**config.mk**
```make
export PLATFORM = sky130hd
export DESIGN_NAME = fact_cu
export DESIGN_NICKNAME = d
export VERILOG_FILES = /design/src/rtl/fact_cu.sv
export SDC_FILE = /design/constraint.sdc
export NUM_CORES = 1
export LEC_CHECK = 0
export ABC_AREA = 1
export BUFFER_PORTS_ARGS = -buffer_cell sky130_fd_sc_hd__clkbuf_2
export CAP_MARGIN = 15
export CORE_AREA = 2 2 39 41
export CTS_BUF_LIST = sky130_fd_sc_hd__clkbuf_8
export DETAILED_ROUTE_END_ITERATION = 10
export DIE_AREA = 0 0 41 43
export PLACE_DENSITY = 0.46
export SLEW_MARGIN = 10
export SYNTH_ARGS = -nofsm -noshare
export SYNTH_HDL_FRONTEND = slang
export SYNTH_SLANG_ARGS = --single-unit
```
**constraint.sdc**
```tcl
create_clock -name clk -period 2.8 [get_ports clk]
set_clock_uncertainty 0.2 [all_clocks]
set_input_delay 0.42 -clock clk [delete_from_list [all_inputs] [get_ports clk]]
set_output_delay 0.42 -clock clk [all_outputs]
set_load 0.01 [all_outputs]
```
**src/rtl/fact_cu.sv**
```systemverilog
// Control unit for the iterative factorial datapath (CNT, MUL, REG, CMP).
// Moore FSM with a debug state output.
//
// Ports:
//   clk    : system clock, rising edge
//   rst    : synchronous reset, active-high
//   GO     : start request, level (sampled in IDLE/DONE/ERROR only)
//   GT     : count > 1 from the comparator
//   IN_ERR : N out of range (N > 12)
//   LD_CNT : load CNT with N
//   EN_CNT : decrement CNT
//   SEL    : REG mux select (0 = constant 1, 1 = product)
//   LD_REG : load REG
//   OE     : product output enable
//   DONE   : computation complete
//   ERR    : range error
//   CS     : current state code
module fact_cu (
  input  logic       clk,
  input  logic       rst,
  input  logic       GO,
  input  logic       GT,
  input  logic       IN_ERR,
  output logic       LD_CNT,
  output logic       EN_CNT,
  output logic       SEL,
  output logic       LD_REG,
  output logic       OE,
  output logic       DONE,
  output logic       ERR,
  output logic [2:0] CS
);

  localparam logic [2:0] S_IDLE  = 3'd0;
  localparam logic [2:0] S_LOAD  = 3'd1;
  localparam logic [2:0] S_CHECK = 3'd2;
  localparam logic [2:0] S_MULT  = 3'd3;
  localparam logic [2:0] S_DONE  = 3'd4;
  localparam logic [2:0] S_ERROR = 3'd5;

  logic [2:0] state;
  logic [2:0] nxt;

  always_ff @(posedge clk) begin
    if (rst) state <= S_IDLE;
    else     state <= nxt;
  end

  // Codes 6 and 7 fall through to the default and recover to IDLE.
  always_comb begin
    nxt = S_IDLE;
    case (state)
      S_IDLE:  nxt = GO ? S_LOAD : S_IDLE;
      S_LOAD:  nxt = IN_ERR ? S_ERROR : S_CHECK;
      S_CHECK: nxt = GT ? S_MULT : S_DONE;
      S_MULT:  nxt = S_CHECK;
      S_DONE:  nxt = GO ? S_DONE : S_IDLE;
      S_ERROR: nxt = GO ? S_ERROR : S_IDLE;
      default: nxt = S_IDLE;
    endcase
  end

  always_comb begin
    LD_CNT = 1'b0;
    EN_CNT = 1'b0;
    SEL    = 1'b0;
    LD_REG = 1'b0;
    OE     = 1'b0;
    DONE   = 1'b0;
    ERR    = 1'b0;
    case (state)
      S_LOAD: begin
        LD_CNT = 1'b1;
        LD_REG = 1'b1;
      end
      S_MULT: begin
        SEL    = 1'b1;
        LD_REG = 1'b1;
        EN_CNT = 1'b1;
      end
      S_DONE: begin
        DONE = 1'b1;
        OE   = 1'b1;
      end
      S_ERROR: ERR = 1'b1;
      default: ;
    endcase
  end

  assign CS = state;

endmodule

```
# --- Word-level counts from Yosys, hierarchy flattened ---
# Index checks and enable logic that the tools add are counted.
totals:
  register_bits: 3
  inputBits: 5
  word_cells: 19
  out_inout_bits: 10
op_classes:
  reduce_logical: 2
  n_mux: 11
  n_eq_ne: 5
ops:
  columns: ["cell", "count"]
  rows:
  - ["3-bit case mux with 6 select lines", 1]
  - ["3-bit two-way mux", 4]
  - ["3-bit by 2-bit == test with 1-bit output (second input constant)", 2]
  - ["3-bit == test (second input constant)", 2]
  - ["1-bit two-way mux", 6]
  - ["3-bit by 1-bit == test with 1-bit output (second input constant)", 1]
  - ["3-bit logical NOT", 1]
  - ["2-bit OR reduction", 1]

# --- Longest topological paths before layout ---
logic_depth:
  ltp_word: 3
  ltp_mapped: 7
  ltp_nobuf: 7

# --- Worst setup path after synthesis ---
# No wires, ideal clock.
synth_path:
  path_type: "register to output"
  startpoint: "register state[1], in the netlist CS[1]"
  endpoint: "output port SEL"
  path_buffers: 2
  arrival_ps: 939
  path_stages_with_launch: 5
  setup_slack_ps: 1241
  required_ps: 2180
  cell_sequence: "dfxtp_1 buf_6 inv_1 nor2_1 buf_4"
synth_via:
  elab_chain_cells: 2
synth_rtl:
  columns: ["item", "line", "rtl"]
  rows:
  - ["start, declared", "41", "logic [2:0] state;"]
  - ["start signal, assigned", "46", "else state <= nxt;"]
  - ["3-bit by 2-bit == test with 1-bit output", null, null]
  - ["1-bit two-way mux", null, null]
  - ["end, declared", "26", "output logic SEL,"]
# Every way passes these cells.

# --- Worst setup path after layout ---
layout_path:
  startpoint: "register state[1], in the netlist CS[1]"
  endpoint: "output port SEL"
layout_via:
  elab_chain_cells: 2
layout_rtl:
  columns: ["item", "line", "rtl"]
  rows:
  - ["3-bit by 2-bit == test with 1-bit output", "71", "case (state)"]
  - ["1-bit two-way mux", "71", null]
# Every way passes these cells.

==> qor.csv <==
stage;metric;value;unit
outcome;status;completed;
critical_path;crit_arrival;1.12;ns
placed_design;portBuffers;14;
power;power_density;635.5;nW/um^2
clock_tree;cts_tree;yes;
critical_path;worstReg2RegEnd;CS[2]$_SDFF_PP0_;
critical_path;critPathLaunchType;flip-flop;
timing;hold_ws;0.2003;ns
critical_path;r2r-start;CS[1]$_SDFF_PP0_;
logic_synthesis;synthCells;35;
critical_path;max_stage_delay;0.51;ns
final_layout;largest_register_ffs;3;
power;p_leak;0.1936;nW
critical_path;r2r_slack;1.61;ns
logic_synthesis;syn_avg_cell_area;6.470;sq um
clock_tree;htree_num_levels;1;
clock_tree;cts_resized;0;
placed_design;routabilityCongestion;0.6331;
drt;dr.pass1.iters;2;
logic_synthesis;synthXorXnorAreaFrac;0;%
die;fp.dieH;43;um
clock_tree;path_clk_slew;0.03;ns
timing;min_period_over_period;62.20;%
logic_synthesis;synth_warnings;0;
final_layout;diodes;0;
die;num_rows;14;
timing;hold_viol_final;0;
placed_design;place_hpwl;432.3;um
die;core;1384;sq um
power;p_sw;56.48;uW
critical_path;slowest_stage;dfxtp_1;
critical_path;critPathMaxFanout;10;
power;p_sw_share;26.50;%
timing;fmax;574.2;MHz
logic_synthesis;synth_area;226.5;sq um
die;die_w;41;um
worst_hold_path;min_from;rst;
flow_run;maxCapViolations;0;
logic_synthesis;yosys_register_bits;3;
placed_design;postPlaceCellArea;290.3;sq um
worst_hold_path;whs_path_depth;2;
clock_tree;insertion_delay;0.21;ns
logic_synthesis;yosys.area_share.adder;0;%
timing;drv_slew;0;
power;power.internal;156.6;uW
power;power_frac_comb;19.2;%
clock_tree;cts_root_buffer;clkbuf_8;
final_layout;area_growth_syn_to_layout;48.07;%
global_routing;grt_pass1_vias;207;
logic_synthesis;synth_cell_types;16;
clock_tree;cts_made_buffers;3;
logic_synthesis;yosysSeqAreaShare;26.52;%
timing;rsz0062_at_grt;false;
drt;wl;484;um
logic_synthesis;synth_compound_area_share;4.420;%
placed_design;placedCellCount;62;
final_layout;fin_nets;56;
final_layout;final_cells;66;
timing;slew_headroom;77.15;%
drt;vias;247;
global_routing;gr-total-overflow;0;
power;ir_drop;198.5;uV
critical_path;rr_worst_depth;5;
global_routing;antenna_found_initial;0;
global_routing;grt_util_all_layers;6.620;%
die;io_pins;15;
drt;viasPerCell;3.742;
clock_tree;post-cts-setup-buffers;0;
die;dieArea;1763;sq um
clock_tree;cts.sinks;3;
logic_synthesis;synth_fp_nets;40;
clock_tree;cts_hold_buf;0;
logic_synthesis;synth_top_family_by_area;simple AND/OR/NAND/NOR gates;
drt;drc;0;
worst_hold_path;min_to;CS[1]$_SDFF_PP0_;
global_routing;grt_pass1_wl;731;um
drt;wl_per_cell;7.333;um
global_routing;grt_max_degree;11;
final_layout;layout-drive-gt1-share;46.00;%
timing;setup_viol;0;
timing;tightest_slew;0.3423;ns
timing;worst_slack;1.058;ns
critical_path;cp-end-kind;primary output;
timing;fin_crit;1.742;ns
placed_design;dp_slack;1.258;ns
critical_path;path_cells;inv_1 -> nor2_1 -> clkbuf_2;
worst_hold_path;hold_path.class;input port to flip-flop;
power;clockPowerShare;56.3;%
critical_path;critPathRequiredTime;2.18;ns
die;initial_core_util;16.37;%
clock_tree;cts_buffer_depth;2;
timing;tns;0;ns
drt;antenna_left;0;
logic_synthesis;yosys.area_share.simple;43.09;%
logic_synthesis;synth_mux_area_share;0;%
drt;drt_iter0_markers;1;
power;p_seq_share;24.6;%
final_layout;stdcell_area;335.3;sq um
final_layout;fillCellCount;171;
critical_path;crit_type;flip-flop to primary output;
kinds of logic after synthesis:
| group | Yosys count |
|---|---|
| compound gates | 2 |
| buf+inv | 11 |
| flops | 3 |
| simple gates | 19 |
cells in the final DEF, fill, tap and decap left out, types with 2 or more instances in the layout:
cell type and instances:
inv_1 6, nor2_1 7, nand2_1 3, nand3_1 4
clkbuf_8 3, inv_2 2, dfxtp_1 3, clkbuf_2 14
Yosys cell counts:
| library cell | instances | share of area, % |
|---|---|---|
| nor2_1 | 7 | 12 |
| inv_1 | 5 | 8.3 |
| nand3_1 | 4 | 8.8 |
| dfxtp_1 | 3 | 27 |
| nand2_1 | 3 | 5.0 |
| buf_4 | 2 | 6.6 |
| inv_2 | 2 | 3.3 |
| a21oi_1 | 1 | 2.2 |
| buf_6 | 1 | 5.0 |
| inv_4 | 1 | 2.8 |
| nand2_2 | 1 | 2.8 |
| nand2_4 | 1 | 5.0 |
| nand4_1 | 1 | 2.8 |
| nor2_4 | 1 | 5.0 |
| nor3_1 | 1 | 2.2 |
| o21ai_0 | 1 | 2.2 |
cell type report:
class	count	area (sq um)	share of cell area (%)
multi-input combinational	21	107.6	32.09
timing repair buffer	14	70.07	20.90
sequential	3	60.06	17.91
clock buffer	3	41.29	12.31
inverter	8	32.53	9.701
tap	16	20.02	5.970
clock inverter	1	3.754	1.119
power by group through the flow:
stage	logic (mW)	clock network, mW	registers (mW)
floorplan	0.0293	0	0.0526
global placement	0.0419	0	0.0531
finish	0.0408	0.120	0.0524
global route	0.0464	0.130	0.0531
detailed placement	0.0419	0	0.0531
CTS	0.0420	0.122	0.0525
metal layers:
metal | GRT usage [%] | part of all wire (%) | vias up
li1 | - | - | 132
met1 | 6.090 | 37 | 103
met2 | 10.00 | 53 | 9
met3 | 3.141 | 6.8 | 3
met4 | 6.000 | 3.5 | 0
met5 | 0 | 0 | -
through the flow:
stage | utilization (%) | power (mW)
after detailed placement | 20.98 | 0.09500
after floorplan | - | 0.08192
final | 24.23 | 0.2131
after global placement | 20.98 | 0.09503
after CTS | 24.23 | 0.2166
after global routing | 24.23 | 0.2292
worst max-delay path: cells and delay by family (launching register included):
kind / cells / cell delay (ns)
DFF: 1 / 0.51
buffers and inverters: 2 / 0.26
and+or+nand+nor: 1 / 0.14
worst max path at each step:
stage,start,endpoint,slack (ns),cells past startpoint
after global routing,CS[1]$_SDFF_PP0_,SEL,0.98,3
after global placement,CS[1]$_SDFF_PP0_,SEL,1.29,3
after CTS,CS[1]$_SDFF_PP0_,SEL,1.03,3
after detailed placement,CS[1]$_SDFF_PP0_,SEL,1.26,3
final,CS[1]$_SDFF_PP0_,SEL,1.06,3
after floorplan,CS[1]$_SDFF_PP0_,SEL,1.24,4
Note: power is estimated with default switching activity, not from simulation.
